--- src/rtl/spi_bus_sequencer.sv ---
// Round-robin sequencer that runs four requesters' byte transactions
// on the shared SPI master register port.
module spi_bus_sequencer #(
    parameter logic [7:0] CMD_START = 8'h01,
    parameter int         BUSY_BIT  = 0,
    parameter int         TIMEOUT   = 255
) (
    input  logic        PCLK,
    input  logic        rst,
    input  logic [3:0]  req,
    input  logic [31:0] req_cfg,
    input  logic [31:0] req_tx,
    output logic [3:0]  gnt,
    output logic [3:0]  done,
    output logic [7:0]  rx_data,
    output logic        timeout_err,
    output logic        busy,
    output logic [3:0]  o_WR,
    output logic [3:0]  o_DR,
    output logic [7:0]  o_PWDATA,
    input  logic [7:0]  i_PRDATA
);

    localparam logic [7:0] TO_LAST = 8'(TIMEOUT - 1);

    typedef enum logic [3:0] {
        IDLE, CFG, TX, CMD, POLL, CHK, RXRD, CAP, DONE
    } state_t;

    state_t     state, state_d;
    logic [1:0] idx, idx_d;
    logic [1:0] rr_ptr, rr_ptr_d;
    logic [5:0] cfg_q, cfg_d;
    logic [7:0] tx_q, tx_d;
    logic [7:0] poll_cnt, poll_cnt_d;
    logic       to_flag, to_flag_d;

    logic [3:0] gnt_d, done_d, wr_d, dr_d;
    logic [7:0] rx_d, pwdata_d;
    logic       terr_d, busy_d;

    logic       found;
    logic [1:0] win;
    logic [1:0] cand;

    // First requester after rr_ptr wins; rr_ptr itself is searched last.
    always_comb begin
        found = 1'b0;
        win   = rr_ptr;
        cand  = '0;
        for (int i = 1; i <= 4; i++) begin
            cand = rr_ptr + 2'(i);
            if (!found && req[cand]) begin
                found = 1'b1;
                win   = cand;
            end
        end
    end

    always_comb begin
        state_d    = state;
        idx_d      = idx;
        rr_ptr_d   = rr_ptr;
        cfg_d      = cfg_q;
        tx_d       = tx_q;
        poll_cnt_d = poll_cnt;
        to_flag_d  = to_flag;
        rx_d       = rx_data;
        unique case (state)
            IDLE: begin
                if (found) begin
                    state_d   = CFG;
                    idx_d     = win;
                    rr_ptr_d  = win;
                    cfg_d     = req_cfg[8*win+2 +: 6];
                    tx_d      = req_tx[8*win +: 8];
                    to_flag_d = 1'b0;
                end
            end
            CFG:  state_d = TX;
            TX:   state_d = CMD;
            CMD: begin
                poll_cnt_d = '0;
                state_d    = POLL;
            end
            POLL: state_d = CHK;
            CHK: begin
                if (!i_PRDATA[BUSY_BIT]) begin
                    state_d = RXRD;
                end else if (poll_cnt < TO_LAST) begin
                    poll_cnt_d = poll_cnt + 8'd1;
                    state_d    = POLL;
                end else begin
                    to_flag_d = 1'b1;
                    state_d   = DONE;
                end
            end
            RXRD: state_d = CAP;
            CAP: begin
                rx_d    = i_PRDATA;
                state_d = DONE;
            end
            DONE:    state_d = IDLE;
            default: state_d = IDLE;
        endcase
    end

    // Outputs are decoded from the next state so they align with it once registered.
    always_comb begin
        wr_d     = '0;
        dr_d     = '0;
        pwdata_d = o_PWDATA;
        busy_d   = (state_d != IDLE);
        gnt_d    = busy_d ? (4'b0001 << idx_d) : 4'b0000;
        done_d   = (state_d == DONE) ? (4'b0001 << idx_d) : 4'b0000;
        terr_d   = (state_d == DONE) && to_flag_d;
        unique case (state_d)
            CFG: begin
                wr_d     = 4'b0001;
                pwdata_d = {cfg_d, idx_d};
            end
            TX: begin
                wr_d     = 4'b0010;
                pwdata_d = tx_d;
            end
            CMD: begin
                wr_d     = 4'b1000;
                pwdata_d = CMD_START;
            end
            POLL:    dr_d = 4'b0001;
            RXRD:    dr_d = 4'b0010;
            default: ;
        endcase
    end

    always_ff @(posedge PCLK) begin
        if (rst) begin
            state       <= IDLE;
            idx         <= '0;
            rr_ptr      <= 2'd3;
            cfg_q       <= '0;
            tx_q        <= '0;
            poll_cnt    <= '0;
            to_flag     <= 1'b0;
            gnt         <= '0;
            done        <= '0;
            rx_data     <= '0;
            timeout_err <= 1'b0;
            busy        <= 1'b0;
            o_WR        <= '0;
            o_DR        <= '0;
            o_PWDATA    <= '0;
        end else begin
            state       <= state_d;
            idx         <= idx_d;
            rr_ptr      <= rr_ptr_d;
            cfg_q       <= cfg_d;
            tx_q        <= tx_d;
            poll_cnt    <= poll_cnt_d;
            to_flag     <= to_flag_d;
            gnt         <= gnt_d;
            done        <= done_d;
            rx_data     <= rx_d;
            timeout_err <= terr_d;
            busy        <= busy_d;
            o_WR        <= wr_d;
            o_DR        <= dr_d;
            o_PWDATA    <= pwdata_d;
        end
    end

endmodule

--- config.mk ---
export PLATFORM = sky130hd
export DESIGN_NAME = spi_bus_sequencer
export DESIGN_NICKNAME = d
export VERILOG_FILES = /design/src/rtl/spi_bus_sequencer.sv
export SDC_FILE = /design/constraint.sdc
export NUM_CORES = 1
export LEC_CHECK = 0
export CORE_ASPECT_RATIO = 1.25
export CORE_MARGIN = 2
export CORE_UTILIZATION = 39
export DETAILED_ROUTE_END_ITERATION = 16
export GPL_TIMING_DRIVEN = 0
export HOLD_SLACK_MARGIN = 0.06
export PLACE_DENSITY = 0.73
export SYNTH_ARGS = -nofsm -noshare
export SYNTH_HDL_FRONTEND = slang
export SYNTH_SLANG_ARGS = --single-unit
export TNS_END_PERCENT = 1
--- constraint.sdc ---
create_clock -name PCLK -period 2.2 [get_ports PCLK]
set_clock_uncertainty 0.15 [all_clocks]
set_input_delay 0.55 -clock PCLK [delete_from_list [all_inputs] [get_ports PCLK]]
set_output_delay 0.55 -clock PCLK [all_outputs]
set_load 0.05 [all_outputs]
Yosys cells after proc, flatten, opt, wreduce, memory -nomap -nowiden

Cells that the tools add are included.

Reductions and logical operators: 15
Magnitude comparators: 5
Equality and inequality tests: 15
Add/sub/neg operators: 5
Bitwise operators: 2
Muxes and demuxes: 36
Shift operators: 3

Operators by type and width:

| kind                | count |
|---|---|
| $mux 8              | 4 |
| $pmux 4 s8          | 1 |
| $shiftx 32x6->8     | 1 |
| $shiftx 32x7->6     | 1 |
| $eq 4x3->1 const B  | 6 |
| $pmux 8 s3          | 1 |
| $eq 4x2->1 const B  | 4 |
| $pmux 8 s2          | 1 |
| $lt 2x3->1 const B  | 4 |
| $mux 2              | 6 |
| $mux 4              | 3 |
| $mux 6              | 2 |
| $pmux 4 s3          | 1 |
| $mux 1              | 11 |
| $add 8x1->8 const B | 1 |
| $bmux 1 s2          | 4 |
| $eq 4x1->1 const B  | 2 |
| $lt 8x8->1 const B  | 1 |
| $add 5x2->6 const B | 1 |
| $add 2x2->2 const B | 2 |
| $eq 4x4->1 const B  | 1 |
| $logic_and 1x1->1   | 4 |
| $logic_not 4->1     | 1 |
| $ne 2x2->1 const B  | 2 |
| other kinds (12)    | 16 |

Output and inout port bits: 34
Bits in registers: 65
Bits of input ports: 78

Depth between registers and ports, before layout

Gate-level depths: netlist (run 1).

Depth in word-level cells: 18
Gate-level depth with buffers: 8

Least setup slack after synthesis (run 1)

No wires, ideal clock.

Path type: input -> register
Start point: input port req[1]
End point: register tx_q[7]
Setup time: 0.122 ns
Arrival time: 1.870 ns
Data required time: 1.928 ns
Stages: 6
Slack: 0.058 ns
Cell sequence: o21a_1 -> o21a_4 -> nor2_8 -> buf_12 -> mux2_4 -> a221o_1

Longest elaborated chain between the ends: 15
Elaborated cells between the ends (all ways): 25
Classes of those cells: shift (1); mux (18); reduce/logical (6)

RTL lines:

| what                         | line | RTL |
|---|---|---|
| start, declared              | 10   | `input logic [3:0] req,` |
| $bmux 1 s2                   | 53   | `if (!found && req[cand]) begin` |
| $mux 1 (not written as such) | 53   |  |
| $mux 1                       | 53   |  |
| $logic_not 1->1              | 53   |  |
| $logic_and 1x1->1            | 53   |  |
| $mux 1                       | 53   |  |
| $logic_not 1->1              | 53   |  |
| $logic_and 1x1->1            | 53   |  |
| $mux 1                       | 53   |  |
| $logic_not 1->1              | 53   |  |
| $logic_and 1x1->1            | 53   |  |
| $mux 2                       | 53   |  |
| $shiftx 32x6->8              | 76   | `tx_d = req_tx[8*win +: 8];` |
| $mux 8 (*)                   | 71   | `if (found) begin` |
| $mux 8 (*)                   | 69   | `unique case (state)` |
| end signal, assigned         | 158  | `tx_q <= tx_d;` |
| end, declared                | 34   | `logic [7:0] tx_q, tx_d;` |

Mark *: on every way between the ends. The rest lies on a longest branch, timed or not. The select of a mux whose other input is x is not followed.
A chain may end at the register's enable or synchronous reset.

Final worst setup path (run 1)

Start point: input port req[0]
End point: register gnt[1]

Longest elaborated chain between the ends: 17
Elaborated cells between the ends (all ways): 30
Classes of those cells: shift (1); mux (20); bitwise (1); reduce/logical (8)

RTL lines:

| what                         | line | RTL |
|---|---|---|
| $bmux 1 s2                   | 53   |  |
| $mux 1 (not written as such) | 53   |  |
| $mux 1                       | 53   |  |
| $logic_not 1->1              | 53   |  |
| $logic_and 1x1->1            | 53   |  |
| $mux 1                       | 53   |  |
| $logic_not 1->1              | 53   |  |
| $logic_and 1x1->1            | 53   |  |
| $mux 1                       | 53   |  |
| $logic_not 1->1              | 53   |  |
| $logic_and 1x1->1            | 53   |  |
| $mux 1                       | 53   |  |
| $mux 4                       | 71   |  |
| $pmux 4 s8                   | 69   |  |
| $reduce_bool 4->1            | 113  | `busy_d = (state_d != IDLE);` |
| $not 1->1 (no line)          | -    |  |
| $reduce_or 2->1 (no line)    | -    |  |
| end signal, assigned         | 161  | `gnt <= gnt_d;` |
| end, declared                | 13   | `output logic [3:0] gnt,` |

Several ways; a longest one is shown, not always the timed one. The select of a mux whose other input is x is not followed.

==> results of run 1 <==
## worst max path at each step
| stage | start | end | slack (ns) | depth (start not counted) |
|---|---|---|---|---|
| 6_report | req[0] | gnt[1] | 0.05 | 8 |
| 5_1_grt | req[0] | gnt[0] | -0.05 | 8 |
| 4_1_cts | o_PWDATA[0] | o_PWDATA[0] | 0.002 | 1 |
| 3_5_place_dp | req[3] | tx_q[7] | -0.62 | 7 |
| 3_3_place_gp | req[3] | tx_q[7] | -0.60 | 7 |
| 2_1_floorplan | req[1] | tx_q[7] | 0.06 | 6 |
## registers in the layout, indices dropped and copies added (netlist names)
name         count
o_DR             2
to_flag          1
busy             1
rr_ptr           2
done             4
timeout_err      1
tx_q             8
state            4
o_WR             3
o_PWDATA         8
poll_cnt         8
gnt              4
rx_data          8
idx              2
## repair_timing
| action | in CTS | in global routing |
|---|---|---|
| setup endpoints to repair | 34 | 26 |
| hold endpoints to repair | 0 | 0 |
| pin swaps | 1 | 1 |
| resized for setup | 13 | 12 |
| cloned | 1 | 0 |
| buffers inserted | 0 | 0 |
## per-layer routing
layer  up-vias  track usage
met3        10       0.0396
met4         0       0.0430
li1       1346            -
met2        85        0.352
met1      1275        0.235
met5         -            0
## cells in the mapped netlist, types with 2 or more instances
| master | instances |
|---|---|
| nor3_1 | 5 |
| clkbuf_1 | 7 |
| mux2i_1 | 14 |
| a32oi_1 | 9 |
| buf_2 | 3 |
| nor2_1 | 33 |
| o21ai_0 | 6 |
| o221ai_1 | 8 |
| xnor2_1 | 5 |
| buf_4 | 5 |
| nor2b_1 | 3 |
| inv_1 | 6 |
| o2bb2ai_1 | 5 |
| mux2_2 | 8 |
| nor3b_1 | 2 |
| nor3_2 | 2 |
| a211oi_1 | 5 |
| nand2b_1 | 2 |
| nor4_1 | 6 |
| or2_2 | 2 |
| buf_6 | 3 |
| and3_1 | 10 |
| a21oi_2 | 2 |
| a221o_1 | 8 |
| a22oi_1 | 2 |
| a21o_1 | 2 |
| nand3_1 | 4 |
| mux2_4 | 8 |
| nand2_1 | 39 |
| dfxtp_1 | 56 |
| a21boi_0 | 2 |
| a21oi_1 | 12 |
## metrics by stage
step	area (um^2)	setup WS, ns
final	4100	0.0450
after floorplan	2870	0.0582
after detailed placement	3990	-0.624
after global placement	3990	-0.601
after CTS	4080	0.00203
after global routing	4100	-0.0542
## area by class of cell
| class | instances | area [um^2] | share of cell area |
|---|---|---|---|
| Buffer | 19 | 134 | 0.0327 |
| Clock buffer | 5 | 68.8 | 0.0168 |
| Clock inverter | 3 | 21.3 | 0.00519 |
| Inverter | 8 | 30.0 | 0.00733 |
| Multi-Input combinational cell | 229 | 1620 | 0.395 |
| Sequential cell | 56 | 1120 | 0.274 |
| Tap cell | 90 | 113 | 0.0275 |
| Timing Repair Buffer | 100 | 990 | 0.242 |
## power by group
group          total [mW]  leakage (nW)  internal (mW)  switching, mW
Sequential           1.16         0.457           1.10         0.0598
Clock               0.564        0.0445          0.227          0.338
Combinational       0.934          1.16          0.430          0.504
Total                2.66          1.66           1.76          0.901
## worst min-delay path, stage by stage (launching register included)
cell and delay (ns):
dfxtp_1 0.32, nand2_1 0.05, a21oi_1 0.05
## logic make-up after synthesis
logic type / Yosys count / share of synthesized area
and+or+nand+nor: 118 / 0.211
AOI/OAI and AO/OA: 71 / 0.198
DFF: 56 / 0.391
muxes: 30 / 0.122
buffers and inverters: 27 / 0.0568
xor gates and xnor gates: 5 / 0.0153
adders and majority gates: 1 / 0.00437
other: 1 / 0.00131
## placed cells by master (no fill, tap or decap), types with 2 or more instances in the layout
master / synthesis / final
a211oi_1: 5 / 5
a21boi_0: 2 / 2
a21o_1: 2 / 2
a21oi_1: 12 / 12
a221o_1: 8 / 8
a22oi_1: 2 / 2
a32oi_1: 9 / 9
and3_1: 10 / 10
buf_2: 3 / 3
buf_4: 5 / 5
buf_6: 3 / 3
clkbuf_1: 7 / 6
clkbuf_2: 0 / 3
clkbuf_8: 0 / 5
clkdlybuf4s50_1: 0 / 85
conb_1: 1 / 3
dfxtp_1: 56 / 56
dlygate4sd2_1: 0 / 9
dlymetal6s2s_1: 0 / 4
inv_1: 6 / 6
mux2_2: 8 / 8
mux2_4: 8 / 8
mux2i_1: 14 / 13
nand2_1: 39 / 39
nand2b_1: 2 / 2
nand3_1: 4 / 4
nor2_1: 33 / 32
nor2b_1: 3 / 3
nor3_1: 5 / 5
nor3_2: 2 / 2
nor3b_1: 2 / 2
nor4_1: 6 / 5
o21ai_0: 6 / 6
o221ai_1: 8 / 8
o2bb2ai_1: 5 / 5
or2_2: 2 / 2
xnor2_1: 5 / 5
==> impl_metrics.csv, run 1 <==
group,metric,value,unit
outcome,run_status,"complete, no violations",
worst_setup_path,startpoint_type,"input pin",
sta,hold-worst-slack,0.308,ns
sta,rsz0062_at_grt,"true",
drt,dr_wl_met2,3.86,mm
worst_setup_path,reg2reg_from,"rr_ptr[1]",
finish,nFillCells,642,
power_and_ir_drop,ir_drop,0.428,mV
cts,clk_pin_slew,0.11,ns
grt,antenna_found_initial,0,
finish,diodes,0,
cts,h-tree-depth,2,
drt,drt-initial-drc-count,133,
worst_setup_path,crit_path_max_fanout,10,
logic_synthesis,syn_area,0.00286,mm^2
worst_setup_path,cp.required,2.26,ns
worst_setup_path,arrival,2.21,ns
worst_setup_path,timing.rr.end,"o_PWDATA[6]",
sta,fin_crit_sh,0.980,
logic_synthesis,synth_top_area_frac,0.391,
grt,grt_pass1_vias,2727,
drt,wirelength_met1,3.14,mm
worst_hold_path,hold_end,"rx_data[4]",
drt,first_pass_iters,4,
drt,drcViolationCount,0,
logic_synthesis,synth_edf_count,0,
logic_synthesis,yosysSeqAreaShare,0.391,
worst_hold_path,min_from,"rx_data[4]",
cts,clock_sinks,56,
floorplanning,chipHeight,99.8,um
cts,cts_hold_buf,0,
finish,layoutNonFillerInstCount,510,
drt,top_layer_used,"met4",
logic_synthesis,async_flop_share,0,
power_and_ir_drop,power.density,649,mW/mm^2
drt,routedWlPerCell,14.7,um
worst_setup_path,cp_slowest_cell,"or4_1",
sta,tightest_slew,0.713,ns
floorplanning,num_rows,34,
grt,grt_overflow,0,
drt,wirelength,7.51,mm
worst_setup_path,crit_chain,"dlygate4sd2_1 > or4_1 > buf_2 > nand3_2 > buf_4 > a21oi_2 > a32oi_1 > nor2_1",
sta,setup_viol,0,
power_and_ir_drop,finalPower,2.66,mW
logic_synthesis,synth_cells,309,
worst_setup_path,endpoint_kind,"flop",
floorplanning,die_area,0.00805,mm^2
flow_run,maxCapViolations,0,
sta,fmax,464,MHz
logic_synthesis,synth_seq_cells,56,
cts,cts_tree,"done",
cts,clk_latency,0.30,ns
placed_design,io_buffers,100,
finish,final_util,0.584,
sta,setup_tns,0,ns
floorplanning,io_pins,112,
placed_design,place_congestion,0.876,
finish,nets,498,
drt,antenna_left,0,
finish,area.growth.synth_to_final,43.0,%
logic_synthesis,synth_top_area_cell,"dfxtp_1",
drt,vias,2716,
placed_design,dp_hpwl,5.86,mm
worst_setup_path,path_buf_inv,3,
sta,fin_crit,2.15,ns
logic_synthesis,synth_area_leaders,"dfxtp_1 (39%), nand2_1 (5.1%), mux2i_1 (4.9%)",
placed_design,place_inst,501,
worst_setup_path,critPathTopFamily,"simple AND/OR/NAND/NOR gates",
worst_hold_path,worstHoldPathType,"flop to flop",
logic_synthesis,yosys_warnings,0,
worst_setup_path,regToRegSetupSlack,0.14,ns
cts,numCtsBuffers,5,
logic_synthesis,synth_ff_type,"dfxtp_1",
floorplanning,initial_core_util,0.408,
worst_setup_path,crit_type,"input pin to flop",
grt,grt_max_degree,19,
sta,finalMaxSlewViolations,0,
floorplanning,core,0.00702,mm^2
grt,track_usage,0.194,
worst_setup_path,max_stage_delay,0.51,ns
power_and_ir_drop,p_leak,1.66,nW
grt,grt_pass1_wl,12.5,mm
worst_hold_path,whs_path_depth,2,
floorplanning,die-width,80.6,um
logic_synthesis,synth_area_per_cell,9.27,um^2
sta,hold_viol_final,0,
sta,relSlewSlack,0.523,
drt,dr_wl_met3,425,um
cts,cts_root_buf,"clkbuf_8",
logic_synthesis,synth_cell_types,57,
worst_setup_path,ff2ff_path_depth,8,
cts,clockBufferDepth,2,
finish,drive_above_1_share,0.140,
drt,viasPerCell,5.33,
(Power assumes the default switching activity.)
==> inputs of run 2 (changes only) <==
--- a/config.mk
+++ b/config.mk
@@ -11,7 +11,8 @@
 export DETAILED_ROUTE_END_ITERATION = 16
 export GPL_TIMING_DRIVEN = 0
 export HOLD_SLACK_MARGIN = 0.06
-export PLACE_DENSITY = 0.73
+export PLACE_DENSITY_LB_ADDON = 0.2
+export SLEW_MARGIN = 20
 export SYNTH_ARGS = -nofsm -noshare
 export SYNTH_HDL_FRONTEND = slang
 export SYNTH_SLANG_ARGS = --single-unit
==> run 2 against run 1 <==
Sequential power is essentially flat; first-iteration DRC count fell by 15%; clock-buffer cell count grew 1; largest cell class unchanged; core utilization increased by 0.45 points; critical path depth shrank 7; worst setup slack better by 0.0086 ns.
==> impl_metrics.csv, run 2 (synthesis gave the netlist of run 1 again) <==
group,metric,value,unit
outcome,run_status,"complete, no violations",
grt,grt_pass1_vias,2647,
finish,layout_common_cells,"clkdlybuf4s50_1 (88), dfxtp_1 (56), nand2_1 (39)",
power_and_ir_drop,power_frac_comb,0.338,
floorplanning,num_rows,34,
drt,vias,2707,
worst_setup_path,critPathTopFamily,"buffers and inverters",
worst_setup_path,timing.rr.end,"tx_q[7]",
flow_run,maxCapViolations,0,
finish,layoutNonFillerInstCount,510,
cts,h-tree-depth,2,
power_and_ir_drop,p_leak,1.61,nW
sta,rsz0062_at_grt,"true",
power_and_ir_drop,netSwitchingPower,0.895,mW
cts,clk_latency,0.31,ns
cts,cts_tree,"done",
worst_setup_path,ff2ff_path_depth,7,
floorplanning,die-width,80.6,um
grt,track_usage,0.189,
worst_setup_path,startpoint_type,"flop",
cts,cts_setup_buffers,0,
worst_setup_path,max_stage_delay,0.80,ns
sta,hold_viol_final,0,
worst_setup_path,crit_chain,"clkdlybuf4s50_1",
worst_setup_path,endpoint_kind,"output port",
sta,fin_ws,0.0536,ns
drt,wirelength,7.41,mm
power_and_ir_drop,power.density,672,mW/mm^2
placed_design,place_congestion,0.843,
cts,cts_hold_buf,0,
worst_setup_path,cp_slowest_cell,"clkdlybuf4s50_1",
sta,fin_crit_sh,0.976,
placed_design,place_inst,501,
cts,cts_root_buf,"clkbuf_8",
worst_hold_path,min_from,"rx_data[7]",
cts,clock_sinks,56,
drt,first_pass_iters,4,
floorplanning,io_pins,112,
drt,viasPerCell,5.31,
floorplanning,initial_core_util,0.408,
finish,fin_area,0.00413,mm^2
sta,relSlewSlack,0.504,
grt,grt_overflow,0,
floorplanning,core,0.00702,mm^2
power_and_ir_drop,swShare,0.323,
worst_setup_path,regToRegSetupSlack,0.19,ns
finish,final_common_cell,"clkdlybuf4s50_1",
grt,grt_max_degree,18,
sta,fin_crit,2.15,ns
cts,numCtsBuffers,5,
worst_hold_path,worstHoldPathType,"flop to flop",
grt,antenna_found_initial,0,
worst_setup_path,startpoint,"rx_data[3]",
placed_design,io_buffers,100,
drt,routedWlPerCell,14.5,um
grt,grt_pass1_wl,12.0,mm
placed_design,dp_hpwl,5.81,mm
drt,antenna_left,0,
worst_setup_path,crit_cells,1,
placed_design,dpl_cell_area,0.00399,mm^2
sta,fmax,466,MHz
drt,drcViolationCount,0,
finish,diodes,0,
worst_setup_path,reg2reg_from,"rr_ptr[1]",
worst_setup_path,crit_type,"flop to output port",
finish,seqCellArea,0.00112,mm^2
power_and_ir_drop,ir_drop,0.368,mV
power_and_ir_drop,seqPwrFrac,0.418,
worst_setup_path,cp.required,1.50,ns
worst_setup_path,arrival,1.45,ns
worst_setup_path,path_buf_inv,1,
worst_setup_path,critPathCapture,"rx_data[3]",
finish,drive_above_1_share,0.140,
finish,nets,498,
finish,nFillCells,655,
finish,multiInputGateArea,0.00163,mm^2
sta,setup_viol,0,
drt,drt-initial-drc-count,113,
power_and_ir_drop,clock_power_share,0.244,
power_and_ir_drop,internal_power,1.88,mW
cts,clk_pin_slew,0.09,ns
floorplanning,chipHeight,99.8,um
cts,clockBufferDepth,2,
finish,area.growth.synth_to_final,44.1,%
sta,finalMaxSlewViolations,0,
placed_design,dpl_worst_slack,-0.612,ns
sta,tightest_slew,0.743,ns
floorplanning,die_area,0.00805,mm^2
worst_setup_path,crit_path_max_fanout,2,
## run 2: repair_timing
action	4_1_cts	5_1_grt
pin swaps	1	2
endpoints found under the setup margin	36	20
gates cloned	1	0
resized for setup	13	11
## run 2: area by class of cell
type | instances | area share
Sequential cell | 56 | 0.272
Tap cell | 90 | 0.0273
Buffer | 19 | 0.0333
Inverter | 8 | 0.00727
Timing Repair Buffer | 100 | 0.238
Multi-Input combinational cell | 229 | 0.395
Clock inverter | 2 | 0.00940
Clock buffer | 6 | 0.0176
## run 2: how the worst min path moves through the flow
stage	endpoint	slack, ns	cells past startpoint
floorplan	to_flag	0.28	2
global placement	rx_data[2]	0.29	2
detailed placement	rx_data[7]	0.30	2
CTS	rx_data[7]	0.32	2
global route	rx_data[7]	0.33	2
finish	rx_data[7]	0.31	2
## run 2: power by group through the flow
| stage | clock, mW | combinational [mW] | sequential, mW |
|---|---|---|---|
| final | 0.678 | 0.937 | 1.16 |
| after global routing | 0.728 | 1.01 | 1.17 |
| after CTS | 0.689 | 0.930 | 1.16 |
| after detailed placement | 0 | 0.938 | 1.18 |
| after global placement | 0 | 0.930 | 1.18 |
| after floorplan | 0 | 0.485 | 1.31 |
## run 2: metrics by stage
stage               power, mW   util  hold slack, ns  setup TNS (ns)
CTS                      2.78  0.584           0.316               0
floorplan                1.79      -           0.284               0
global route             2.91  0.588           0.334         -0.0969
detailed placement       2.12  0.568           0.303          -15.40
finish                   2.77  0.588           0.311               0
global placement         2.11  0.568           0.292          -14.42
## run 2: per-layer routing
metal / vias to the layer above / track usage / routed length [um]
li1: 1352 / - / -
met1: 1264 / 0.206 / 2900
met2: 80 / 0.358 / 3920
met3: 11 / 0.0459 / 456
met4: 0 / 0.0522 / 133
met5: - / 0 / 0
